$ cat src/rtl/nrad_pkg.sv
`default_nettype none
// ============================================================================
// Module   : nrad_pkg
// Brief    : Shared widths, error codes and FSM encoding for the NRAD sequencer
// Revision : 1.0
// ============================================================================
package nrad_pkg;

  localparam int NRAD_X_W  = 4;
  localparam int NRAD_Y_W  = 2;
  localparam int NRAD_QR_W = 3;

  localparam logic [1:0] ERR_OK   = 2'b00;
  localparam logic [1:0] ERR_DIV0 = 2'b01;
  localparam logic [1:0] ERR_OVF  = 2'b10;

  typedef enum logic [1:0] {
    ST_IDLE   = 2'd0,
    ST_SETTLE = 2'd1,
    ST_HOLD   = 2'd2
  } seq_state_t;

  // Quotient would need more than NRAD_QR_W bits: x >= 8*y in 5 bits
  function automatic logic is_ovf(logic [NRAD_X_W-1:0] x, logic [NRAD_Y_W-1:0] y);
    return {1'b0, x} >= {y, 3'b000};
  endfunction

endpackage
`default_nettype wire

$ cat src/rtl/nrad_op_fifo.sv
`default_nettype none
// ============================================================================
// Module   : nrad_op_fifo
// Brief    : Synchronous operand FIFO with full/empty/count status
// Revision : 1.0
// ============================================================================
module nrad_op_fifo #(
  parameter int DEPTH = 4,
  parameter int WIDTH = 6
) (
  input  logic                       clk,
  input  logic                       rst_n,
  input  logic                       push,
  input  logic                       pop,
  input  logic [WIDTH-1:0]           wdata,
  output logic [WIDTH-1:0]           rdata,
  output logic                       full,
  output logic                       empty,
  output logic [$clog2(DEPTH):0]     count
);

  localparam int AW = $clog2(DEPTH);

  logic [WIDTH-1:0] r_mem [DEPTH];
  logic [AW-1:0]    r_wptr;
  logic [AW-1:0]    r_rptr;
  logic [AW:0]      r_count;
  logic             w_push;
  logic             w_pop;

  assign full   = (r_count == (AW+1)'(DEPTH));
  assign empty  = (r_count == '0);
  assign count  = r_count;
  assign rdata  = r_mem[r_rptr];
  assign w_push = push && !full;
  assign w_pop  = pop && !empty;

  // Pointers wrap naturally because DEPTH is a power of two
  always_ff @(posedge clk or negedge rst_n) begin
    if (!rst_n) begin
      r_wptr  <= '0;
      r_rptr  <= '0;
      r_count <= '0;
    end else begin
      if (w_push) r_wptr <= r_wptr + 1'b1;
      if (w_pop)  r_rptr <= r_rptr + 1'b1;
      if (w_push && !w_pop)      r_count <= r_count + 1'b1;
      else if (!w_push && w_pop) r_count <= r_count - 1'b1;
    end
  end

  always_ff @(posedge clk) begin
    if (w_push) r_mem[r_wptr] <= wdata;
  end

endmodule
`default_nettype wire

$ cat src/rtl/nrad_op_sequencer.sv
`default_nettype none
// ============================================================================
// Module   : nrad_op_sequencer
// Brief    : Issues buffered {x,y} pairs to the NRAD divider and retires Q/R
// Revision : 1.0
// ============================================================================
module nrad_op_sequencer
  import nrad_pkg::*;
#(
  parameter int DEPTH  = 4,
  parameter int SETTLE = 2
) (
  input  logic                 clk,
  input  logic                 rst_n,
  input  logic                 in_valid,
  output logic                 in_ready,
  input  logic [NRAD_X_W-1:0]  in_x,
  input  logic [NRAD_Y_W-1:0]  in_y,
  output logic [NRAD_X_W-1:0]  div_x,
  output logic [NRAD_Y_W-1:0]  div_y,
  input  logic [NRAD_QR_W-1:0] div_q,
  input  logic [NRAD_QR_W-1:0] div_r,
  output logic                 out_valid,
  input  logic                 out_ready,
  output logic [NRAD_QR_W-1:0] out_q,
  output logic [NRAD_QR_W-1:0] out_r,
  output logic [1:0]           out_err,
  output logic                 busy
);

  localparam int CW = (SETTLE > 1) ? $clog2(SETTLE) : 1;
  localparam int EW = NRAD_X_W + NRAD_Y_W;

  seq_state_t             r_state, w_state_nxt;
  logic [CW-1:0]          r_cnt, w_cnt_nxt;
  logic [NRAD_X_W-1:0]    r_div_x, w_div_x_nxt;
  logic [NRAD_Y_W-1:0]    r_div_y, w_div_y_nxt;
  logic [NRAD_QR_W-1:0]   r_q, w_q_nxt;
  logic [NRAD_QR_W-1:0]   r_r, w_r_nxt;
  logic [1:0]             r_err, w_err_nxt;
  logic                   r_valid, w_valid_nxt;

  logic                   w_pop;
  logic [EW-1:0]          w_head;
  logic [NRAD_X_W-1:0]    w_head_x;
  logic [NRAD_Y_W-1:0]    w_head_y;
  logic                   w_full;
  logic                   w_empty;
  logic [$clog2(DEPTH):0] w_count;

  nrad_op_fifo #(
    .DEPTH (DEPTH),
    .WIDTH (EW)
  ) u_fifo (
    .clk   (clk),
    .rst_n (rst_n),
    .push  (in_valid),
    .pop   (w_pop),
    .wdata ({in_x, in_y}),
    .rdata (w_head),
    .full  (w_full),
    .empty (w_empty),
    .count (w_count)
  );

  assign {w_head_x, w_head_y} = w_head;
  assign w_pop     = (r_state == ST_IDLE) && !w_empty;
  assign in_ready  = !w_full;
  assign busy      = (r_state != ST_IDLE) || (w_count != '0);

  assign div_x     = r_div_x;
  assign div_y     = r_div_y;
  assign out_q     = r_q;
  assign out_r     = r_r;
  assign out_err   = r_err;
  assign out_valid = r_valid;

  always_ff @(posedge clk or negedge rst_n) begin
    if (!rst_n) begin
      r_state <= ST_IDLE;
      r_cnt   <= '0;
      r_div_x <= '0;
      r_div_y <= '0;
      r_q     <= '0;
      r_r     <= '0;
      r_err   <= ERR_OK;
      r_valid <= 1'b0;
    end else begin
      r_state <= w_state_nxt;
      r_cnt   <= w_cnt_nxt;
      r_div_x <= w_div_x_nxt;
      r_div_y <= w_div_y_nxt;
      r_q     <= w_q_nxt;
      r_r     <= w_r_nxt;
      r_err   <= w_err_nxt;
      r_valid <= w_valid_nxt;
    end
  end

  always_comb begin
    w_state_nxt = r_state;
    w_cnt_nxt   = r_cnt;
    w_div_x_nxt = r_div_x;
    w_div_y_nxt = r_div_y;
    w_q_nxt     = r_q;
    w_r_nxt     = r_r;
    w_err_nxt   = r_err;
    w_valid_nxt = r_valid;
    case (r_state)
      ST_IDLE: begin
        if (!w_empty) begin
          // Error cases retire directly and leave the array inputs untouched
          if (w_head_y == '0) begin
            w_q_nxt     = '1;
            w_r_nxt     = '0;
            w_err_nxt   = ERR_DIV0;
            w_valid_nxt = 1'b1;
            w_state_nxt = ST_HOLD;
          end else if (is_ovf(w_head_x, w_head_y)) begin
            w_q_nxt     = '1;
            w_r_nxt     = '0;
            w_err_nxt   = ERR_OVF;
            w_valid_nxt = 1'b1;
            w_state_nxt = ST_HOLD;
          end else begin
            w_div_x_nxt = w_head_x;
            w_div_y_nxt = w_head_y;
            w_cnt_nxt   = CW'(SETTLE - 1);
            w_state_nxt = ST_SETTLE;
          end
        end
      end
      ST_SETTLE: begin
        if (r_cnt != '0) begin
          w_cnt_nxt = r_cnt - 1'b1;
        end else begin
          w_q_nxt     = div_q;
          w_r_nxt     = div_r;
          w_err_nxt   = ERR_OK;
          w_valid_nxt = 1'b1;
          w_state_nxt = ST_HOLD;
        end
      end
      ST_HOLD: begin
        if (out_ready) begin
          w_valid_nxt = 1'b0;
          w_state_nxt = ST_IDLE;
        end
      end
      default: w_state_nxt = ST_IDLE;
    endcase
  end

endmodule
`default_nettype wire

$ cat config.mk
export PLATFORM = sky130hd
export DESIGN_NAME = nrad_op_sequencer
export DESIGN_NICKNAME = d
export VERILOG_FILES = /design/src/rtl/nrad_pkg.sv /design/src/rtl/nrad_op_fifo.sv /design/src/rtl/nrad_op_sequencer.sv
export SDC_FILE = /design/constraint.sdc
export NUM_CORES = 1
export LEC_CHECK = 0
export CAP_MARGIN = 10
export CORE_ASPECT_RATIO = 0.9
export CORE_MARGIN = 2
export CORE_UTILIZATION = 53
export CTS_CLUSTER_SIZE = 12
export DETAILED_ROUTE_END_ITERATION = 10
export GPL_ROUTABILITY_DRIVEN = 1
export PLACE_DENSITY = 0.9
export SETUP_SLACK_MARGIN = 0.4
export SLEW_MARGIN = 0
export SYNTH_ARGS = -nofsm -noshare
export SYNTH_HDL_FRONTEND = slang
export SYNTH_SLANG_ARGS = --single-unit
$ cat constraint.sdc
create_clock -name clk -period 3.64 [get_ports clk]
set_clock_uncertainty 0.2 [all_clocks]
set_input_delay 0.546 -clock clk [delete_from_list [all_inputs] [get_ports clk]]
set_output_delay 0.546 -clock clk [all_outputs]
set_load 0.01 [all_outputs]
==> results of run 1 <==
-- metal layers --
metal,up-vias,global-route usage,part of all wire
met5,-,0,0
met4,0,0.0731,0.024
met3,11,0.0631,0.035
met2,22,0.310,0.51
met1,650,0.253,0.43
li1,606,-,-
-- sequential cells by signal, indices dropped and copies added, names as in the netlist --
register and cells:
out_valid 1, out_q 3, u_fifo.r_wptr 2, r_state 2
div_y 2, u_fifo.r_mem 24, out_err 2, out_r 3
div_x 4, r_cnt 1, u_fifo.r_rptr 2, u_fifo.count 3
-- synth_stat cells (all sizes together) --
cell	number	area share
mux2	7	0.037
and3	4	0.012
nand2	13	0.024
buf	4	0.015
and2	4	0.012
edfxtp	24	0.34
a21oi	6	0.016
ha	6	0.035
o311ai	2	0.0082
nand2b	1	0.0065
a31o	3	0.012
a2bb2o	1	0.0047
dfrtp	25	0.29
a31oi	1	0.010
or3	2	0.0059
mux4	5	0.053
mux2i	1	0.0047
nor2b	1	0.0029
o22ai	1	0.0029
nor3	2	0.0071
o21ai	3	0.0071
o211ai	2	0.0071
fa	1	0.0094
nand3	2	0.0047
inv	9	0.016
xor2	2	0.0082
xnor2	4	0.016
a32o	1	0.0047
nor2	12	0.025
-- placed cells by master, fill, tap and decap left out, types with 2 or more instances in the layout --
master	instances
xor2_1	2
nor2_1	11
and2_1	3
clkbuf_8	5
edfxtp_1	24
o211ai_1	2
mux2_1	2
mux2_2	5
and3_1	4
mux4_2	5
a21oi_1	5
xnor2_1	4
nand2_1	12
o21ai_0	3
ha_1	6
o311ai_1	2
dfrtp_1	25
nand3_1	2
inv_1	9
a31o_1	3
clkdlybuf4s50_1	32
or3_1	2
-- area by class of cell --
class                      instances  area [sq um]
clock buffer                       5          68.8
clock inverter                     3          20.0
fill                             265          1210
inverter                           9          33.8
multi-input combinational         87           716
sequential                        49          1350
tap                               46          57.6
timing repair buffer              33           335
-- worst max-delay path by stage --
stage / endpoint / cells after the start
final: div_x[3] / 7
after floorplan: div_x[1] / 9
after global routing: div_x[3] / 7
after detailed placement: div_x[3] / 7
after global placement: div_x[1] / 7
after CTS: div_x[3] / 7
-- through the flow --
| stage | cells | instance area (sq um) | total power (W) |
|---|---|---|---|
| global placement | 223 | 2470 | 0.00190 |
| CTS | 231 | 2560 | 0.00231 |
| detailed placement | 223 | 2470 | 0.00199 |
| finish | 232 | 2580 | 0.00229 |
| floorplan | 149 | 2130 | 0.00163 |
| global route | 232 | 2580 | 0.00245 |
-- cells by family after synthesis --
| kind of cell | synth area share |
|---|---|
| compound gates | 0.0729 |
| xor+xnor | 0.0247 |
| fa+ha+maj | 0.0447 |
| buf+inv | 0.0306 |
| flops | 0.633 |
| mux | 0.0947 |
| simple gates | 0.0994 |
-- report_power, final --
group	internal [W]	total (W)	switching, W	leakage (nW)
Combinational	0.000519	0.00103	0.000508	0.459
Sequential	0.000783	0.000942	0.000159	0.511
Clock	0.000135	0.000320	0.000184	0.0422
-- worst max-delay path, stage by stage (launching register included) --
cell	delay, ns
dfrtp_1	0.65
mux4_2	0.65
ha_1	0.34
nor2b_1	0.14
a2bb2o_1	0.32
a31oi_4	0.19
nand2_2	0.15
mux2_1	0.36
==> results_dict.tcl, run 1 <==
set metrics [dict create \
    drtIter0Drc 87 \
    setup_viol 0 \
    syn_avg_cell_area_sq_um 14.3 \
    routed_wl_um 3980 \
    hold_viol 0 \
    holdWs_ns 0.304 \
    reg2reg_depth 7 \
    fin_ws_ns 0.530 \
    critPathMaxFanout 11 \
    grt_max_degree 26 \
    cts.sinks 49 \
    vdd_ir_drop_max_v 0.000444 \
    num_vias 1289 \
    drv_slew 0 \
    r2r_start "u_fifo.r_rptr[0]" \
    cts_hold_buf 0 \
    syn_area_sq_um 2130 \
    drive_gt1_frac 0.129 \
    final.period_utilization 0.854 \
    cts_resized 0 \
    final_util 0.681 \
    synth_cell_types 37 \
    place_congestion 0.860 \
    required_ns 3.64 \
    dpl.hpwl_um 3020 \
    syn_nets 172 \
    syn_inst 149 \
    grt_pass1_wl_um 6710 \
    p_leak_nw 1.01 \
    drc_errors 0 \
    arrival_ns 3.11 \
    power.density_nw_per_um2 888 \
    slew-limit-headroom 0.586 \
    fmax_mhz 322 \
    min_delay_path_depth 1 \
    initial_core_util 0.562 \
    synth_seq_cells 49 \
    yosysSeqAreaShare 0.633 \
    grt_usage 0.195 \
    fin_setup_tns_ns 0 \
    grt-ovfl-total 0 \
    rrSetupSlack_ns 0.53 \
    die_x_um 70.8 \
    clk_pin_slew_ns 0.09 \
    ios 33 \
    tightest_slew_ns 0.619 \
    die-area_sq_um 4540 \
    min_to "div_x[1]" \
    yosys_warnings 0 \
    pre_cts_ws_ns 0.531 \
    cp-startpoint "u_fifo.r_rptr[0]" \
    cp-start-kind "flip-flop" \
    coreArea_sq_um 3780 \
    antenna_found_initial 0 \
    maxCapViolations 0 \
    antenna_cells 0 \
    end_kind "flip-flop" \
    hp-start "div_x[1]" \
    clockBufferDepth 2 \
    critical_path_class "flip-flop to flip-flop" \
    cts_buffers 5 \
    rsz0062_at_grt "false" \
    root_buffer "clkbuf_8" \
    r2r-end "div_x[3]" \
    post-cts-setup-buffers 0 \
    period_minus_slack_ns 3.11 \
    syn_to_final_growth_pct 21.2 \
    viasPerCell 5.56 \
    h-tree-depth 2 \
    postRouteAntennaNets 0 \
    nNetsFinal 208 \
    drtPass1Iterations 4 \
    grt_pass1_vias 1405 \
    status "finished clean" \
    clock_latency_ns 0.31 \
    routedWlPerCell_um 17.1 \
    die_y_um 64.1 \
    std_cell_rows 21 \
    holdCritPathClass "flip-flop to flip-flop" \
    io_buffer_count 32 \
    cts_tree "yes" \
]
Power figures use the tool's default switching activity.
==> run 2, diff against run 1 <==
--- a/config.mk
+++ b/config.mk
@@ -8,11 +8,12 @@
 export CAP_MARGIN = 10
 export CORE_ASPECT_RATIO = 0.9
 export CORE_MARGIN = 2
-export CORE_UTILIZATION = 53
-export CTS_CLUSTER_SIZE = 12
+export CORE_UTILIZATION = 48
+export CTS_CLUSTER_SIZE = 10
 export DETAILED_ROUTE_END_ITERATION = 10
 export GPL_ROUTABILITY_DRIVEN = 1
-export PLACE_DENSITY = 0.9
+export HOLD_SLACK_MARGIN = 0.03
+export PLACE_DENSITY = 0.86
 export SETUP_SLACK_MARGIN = 0.4
 export SLEW_MARGIN = 0
 export SYNTH_ARGS = -nofsm -noshare
==> constraint.sdc (replaced) <==
create_clock -name clk -period 2.78 [get_ports clk]
set_clock_uncertainty 0.2 [all_clocks]
set_input_delay 0.417 -clock clk [delete_from_list [all_inputs] [get_ports clk]]
set_output_delay 0.417 -clock clk [all_outputs]
set_load 0.01 [all_outputs]
==> run 2 against run 1 <==
Against the previous run: flip-flop and latch count unchanged; cell count up 11%; via count up 4.1%; setup slack got worse by 0.23 ns; worst hold slack worse by 0.019 ns; clock-buffer cell count stayed put; critical path depth grew 1; combinational power is 61% higher; clock power up 29%; routed wire length grew 2.4%; critical path type unchanged.
==> results_dict.tcl, run 2 (synthesis results as in run 1) <==
set metrics [dict create \
    status "finished clean" \
    place_congestion 0.853 \
    end_kind "flip-flop" \
    clk_pin_slew_ns 0.09 \
    root_buffer "clkbuf_8" \
    cts.sinks 49 \
    setup_viol 0 \
    largest_reg_flops 24 \
    r2r_start "u_fifo.r_rptr[0]" \
    antenna_found_initial 0 \
    largest-register "u_fifo.r_mem" \
    r2r-end "div_x[3]" \
    required_ns 2.77 \
    grt_pass1_vias 1327 \
    antenna_cells 0 \
    fin_area_sq_um 2720 \
    slew-limit-headroom 0.740 \
    num_vias 1342 \
    power.density_nw_per_um2 1210 \
    maxCapViolations 0 \
    syn_to_final_growth_pct 28.1 \
    die-area_sq_um 4980 \
    ios 33 \
    cp-start-kind "flip-flop" \
    final.period_utilization 0.891 \
    drtPass1Iterations 4 \
    nNetsFinal 219 \
    drc_errors 0 \
    std_cell_rows 22 \
    reg2reg_depth 8 \
    clockBufferDepth 2 \
    grt_max_degree 26 \
    die_x_um 74.2 \
    critical_path_class "flip-flop to flip-flop" \
    coreArea_sq_um 4160 \
    rrSetupSlack_ns 0.30 \
    cp-startpoint "u_fifo.r_rptr[0]" \
    vdd_ir_drop_max_v 0.000560 \
    grt_pass1_wl_um 6730 \
    drtIter0Drc 116 \
    holdCritPathClass "input pin to asynchronous set/reset pin" \
    drv_slew 0 \
    final_common_cell "clkdlybuf4s50_1" \
    drive_gt1_frac 0.239 \
    grt_usage 0.188 \
    io_buffer_count 32 \
    p_leak_nw 1.08 \
    postRouteAntennaNets 0 \
    layout_common_cells "clkdlybuf4s50_1 (32), edfxtp_1 (24), dfrtp_1 (22), nand2_1 (12), buf_4 (12)" \
    rsz0062_at_grt "true" \
    h-tree-depth 2 \
    dpl.hpwl_um 2830 \
    cts_buffers 5 \
    place_area_sq_um 2560 \
    cts_tree "yes" \
    routed_wl_um 4070 \
    initial_core_util 0.512 \
    critPathMaxFanout 6 \
    routedWlPerCell_um 15.9 \
    fmax_mhz 404 \
    clock_latency_ns 0.30 \
    fin_setup_tns_ns 0 \
    viasPerCell 5.22 \
    arrival_ns 2.47 \
    grt-ovfl-total 0 \
    tightest_slew_ns 0.388 \
    die_y_um 67.2 \
    hold_viol 0 \
    cts_hold_buf 0 \
    period_minus_slack_ns 2.48 \
]
## run 2: changes by cell type in the layout (fill, tap and decap cells not counted), sizes merged
cell  delta
buf     +11
## run 2: repair_timing
| item | 4_1_cts | 5_1_grt |
|---|---|---|
| cloned | 0 | 0 |
| pin swaps | 3 | 0 |
| setup buffers | 5 | 1 |
| setup endpoints to repair | 18 | 19 |
| resized for setup | 8 | 2 |
## run 2: layout make-up
type,count,area [sq um]
fill,272,1430
sequential,49,1350
multi-input combinational,87,764
timing repair buffer,44,410
tap,60,75.1
clock buffer,5,68.8
inverter,9,33.8
clock inverter,3,21.3
## run 2: worst max-delay path by stage
| stage | end | slack, ns |
|---|---|---|
| 2_1_floorplan | div_x[3] | 0.19 |
| 3_3_place_gp | div_x[1] | 0.14 |
| 3_5_place_dp | u_fifo.count[2] | 0.07 |
| 4_1_cts | div_x[3] | 0.34 |
| 5_1_grt | div_x[3] | 0.24 |
| 6_report | div_x[3] | 0.30 |
## run 2: power by group
| group | total, W | internal [W] | switching [W] |
|---|---|---|---|
| Combinational | 0.00166 | 0.000896 | 0.000767 |
| Sequential | 0.00121 | 0.00103 | 0.000179 |
| Clock | 0.000413 | 0.000179 | 0.000235 |
## run 2: routing by layer
metal  routed length [um]  vias up  GRT usage
met1                 1670      668      0.237
li1                     -      625          -
met3                  188        9     0.0552
met4                   65        0     0.0614
met5                    0        -          0
met2                 2150       40      0.313
## run 2: critical path: stages, from the launching register on
cell	delay, ns
dfrtp_2	0.40
mux4_2	0.53
inv_2	0.09
ha_4	0.20
nor2b_4	0.12
a2bb2o_4	0.21
a31oi_4	0.19
nand2_4	0.11
mux2_4	0.31
## run 2: stage by stage
step	hold slack (ns)	power, W	setup slack, ns	utilization	cells
finish	0.286	0.00329	0.304	0.655	257
global route	0.308	0.00350	0.242	0.655	257
floorplan	-0.0786	0.00221	0.193	-	149
global placement	0.281	0.00262	0.141	0.616	243
CTS	0.290	0.00326	0.339	0.653	256
detailed placement	0.291	0.00271	0.0748	0.616	243
==> run 3, diff against run 2 <==
--- a/config.mk
+++ b/config.mk
@@ -5,6 +5,7 @@
 export SDC_FILE = /design/constraint.sdc
 export NUM_CORES = 1
 export LEC_CHECK = 0
+export ABC_CLOCK_PERIOD_IN_PS = 2780
 export CAP_MARGIN = 10
 export CORE_ASPECT_RATIO = 0.9
 export CORE_MARGIN = 2
@@ -14,6 +15,7 @@
 export GPL_ROUTABILITY_DRIVEN = 1
 export HOLD_SLACK_MARGIN = 0.03
 export PLACE_DENSITY = 0.86
+export RECOVER_POWER = 100
 export SETUP_SLACK_MARGIN = 0.4
 export SLEW_MARGIN = 0
 export SYNTH_ARGS = -nofsm -noshare
==> run 3 against run 2 <==
Against the previous run: first-iteration DRC count increased by 1.7%; sequential power about the same; worst hold slack improved by 0.018 ns; combinational power decreased by 8%; clock-buffer cell count unchanged; cell area decreased by 1.4%; routed wire length decreased by 1.3%; largest cell class unchanged.
==> results_dict.tcl, run 3 (synthesis results as in run 1) <==
set metrics [dict create \
    vdd_ir_drop_max_v 0.000552 \
    viasPerCell 5.20 \
    slew-limit-headroom 0.0786 \
    clock_latency_ns 0.30 \
    arrival_ns 2.52 \
    drtPass1Iterations 4 \
    setup_viol 0 \
    min_to "out_valid" \
    fillers 279 \
    drtIter0Drc 118 \
    std_cell_rows 22 \
    largest_reg_flops 24 \
    rrSetupSlack_ns 0.25 \
    routedWlPerCell_um 15.6 \
    hp-start "out_valid" \
    antenna_found_initial 0 \
    place_congestion 0.853 \
    holdCritPathClass "flip-flop to flip-flop" \
    min_delay_path_depth 2 \
    r2r-end "div_x[3]" \
    hold_viol 0 \
    fmax_mhz 395 \
    root_buffer "clkbuf_8" \
    io_buffer_count 32 \
    dpl.hpwl_um 2830 \
    antenna_cells 0 \
    largest-register "u_fifo.r_mem" \
    required_ns 2.77 \
    total_power_w 0.00315 \
    ios 33 \
    fin_setup_tns_ns 0 \
    h-tree-depth 2 \
    reg2reg_depth 7 \
    die_y_um 67.2 \
    maxCapViolations 0 \
    clk_pin_slew_ns 0.09 \
    drv_slew 0 \
    end_kind "flip-flop" \
    tightest_slew_ns 1.38 \
    clockBufferDepth 2 \
    postRouteAntennaNets 0 \
    final_util 0.646 \
    cts.sinks 49 \
    holdWs_ns 0.304 \
    grt-ovfl-total 0 \
    grt_pass1_vias 1327 \
    power.density_nw_per_um2 1170 \
    die-area_sq_um 4980 \
    critPathMaxFanout 6 \
    drive_gt1_frac 0.198 \
    die_x_um 74.2 \
    critical_path_class "flip-flop to flip-flop" \
    initial_core_util 0.512 \
    num_vias 1337 \
    period_minus_slack_ns 2.53 \
    cp-start-kind "flip-flop" \
    grt_pass1_wl_um 6730 \
    rsz0062_at_grt "true" \
    p_leak_nw 1.06 \
    r2r_start "u_fifo.r_rptr[0]" \
    syn_to_final_growth_pct 26.3 \
    final.period_utilization 0.911 \
    grt_max_degree 26 \
    coreArea_sq_um 4160 \
    status "finished clean" \
    cts_buffers 5 \
    routed_wl_um 4020 \
    cts_tree "yes" \
    grt_usage 0.188 \
    layout_common_cells "dlygate4sd3_1 (24), edfxtp_1 (24), dfrtp_1 (23), nand2_1 (12), nor2_1 (11)" \
    drc_errors 0 \
    nNetsFinal 219 \
]
-- run 3: metrics by stage --
step           cell area [sq um]  std cells  setup slack, ns
2_1_floorplan               2150        149            0.193
3_3_place_gp                2560        243            0.141
3_5_place_dp                2560        243           0.0748
4_1_cts                     2710        256            0.339
5_1_grt                     2690        257            0.170
6_report                    2690        257            0.248
-- run 3: worst max-delay path by stage --
stage / startpoint / end / cells past startpoint
CTS: u_fifo.r_rptr[0] / div_x[3] / 8
global route: u_fifo.count[0] / u_fifo.count[2] / 9
floorplan: u_fifo.r_rptr[0] / div_x[3] / 9
finish: u_fifo.r_rptr[0] / div_x[3] / 7
global placement: u_fifo.r_rptr[0] / div_x[1] / 7
detailed placement: in_valid / u_fifo.count[2] / 8
-- run 3: final cells by class --
type / count / area, sq um / area share
sequential: 49 / 1350 / 0.502
multi-input combinational: 87 / 732 / 0.272
timing repair buffer: 44 / 407 / 0.151
tap: 60 / 75.1 / 0.0279
clock buffer: 5 / 68.8 / 0.0256
inverter: 9 / 33.8 / 0.0126
clock inverter: 3 / 21.3 / 0.00792
-- run 3: critical path: stages (launching register included) --
cell and delay, ns:
dfrtp_2 0.40, mux4_2 0.52, ha_1 0.31, nor2b_1 0.15, a2bb2o_4 0.22, a31oi_4 0.19, nand2_4 0.11, mux2_1 0.32
-- run 3: report_power, final --
group | internal [W] | switching [W] | total [W]
registers | 0.00103 | 0.000170 | 0.00120
logic | 0.000789 | 0.000743 | 0.00153
clock network | 0.000179 | 0.000236 | 0.000415
total | 0.00200 | 0.00115 | 0.00315
-- run 3: layer usage --
| metal | share of wire | global-route usage | wire length (um) |
|---|---|---|---|
| met1 | 0.41 | 0.237 | 1640 |
| met3 | 0.037 | 0.0552 | 148 |
| met2 | 0.54 | 0.313 | 2160 |
| met5 | 0 | 0 | 0 |
| met4 | 0.016 | 0.0614 | 65 |
-- run 3: what timing repair did --
item,CTS,global route
gates resized for setup,8,2
pin swaps,3,0
endpoints found under the setup margin,18,19
buffers inserted,5,1
hold buffers,0,0
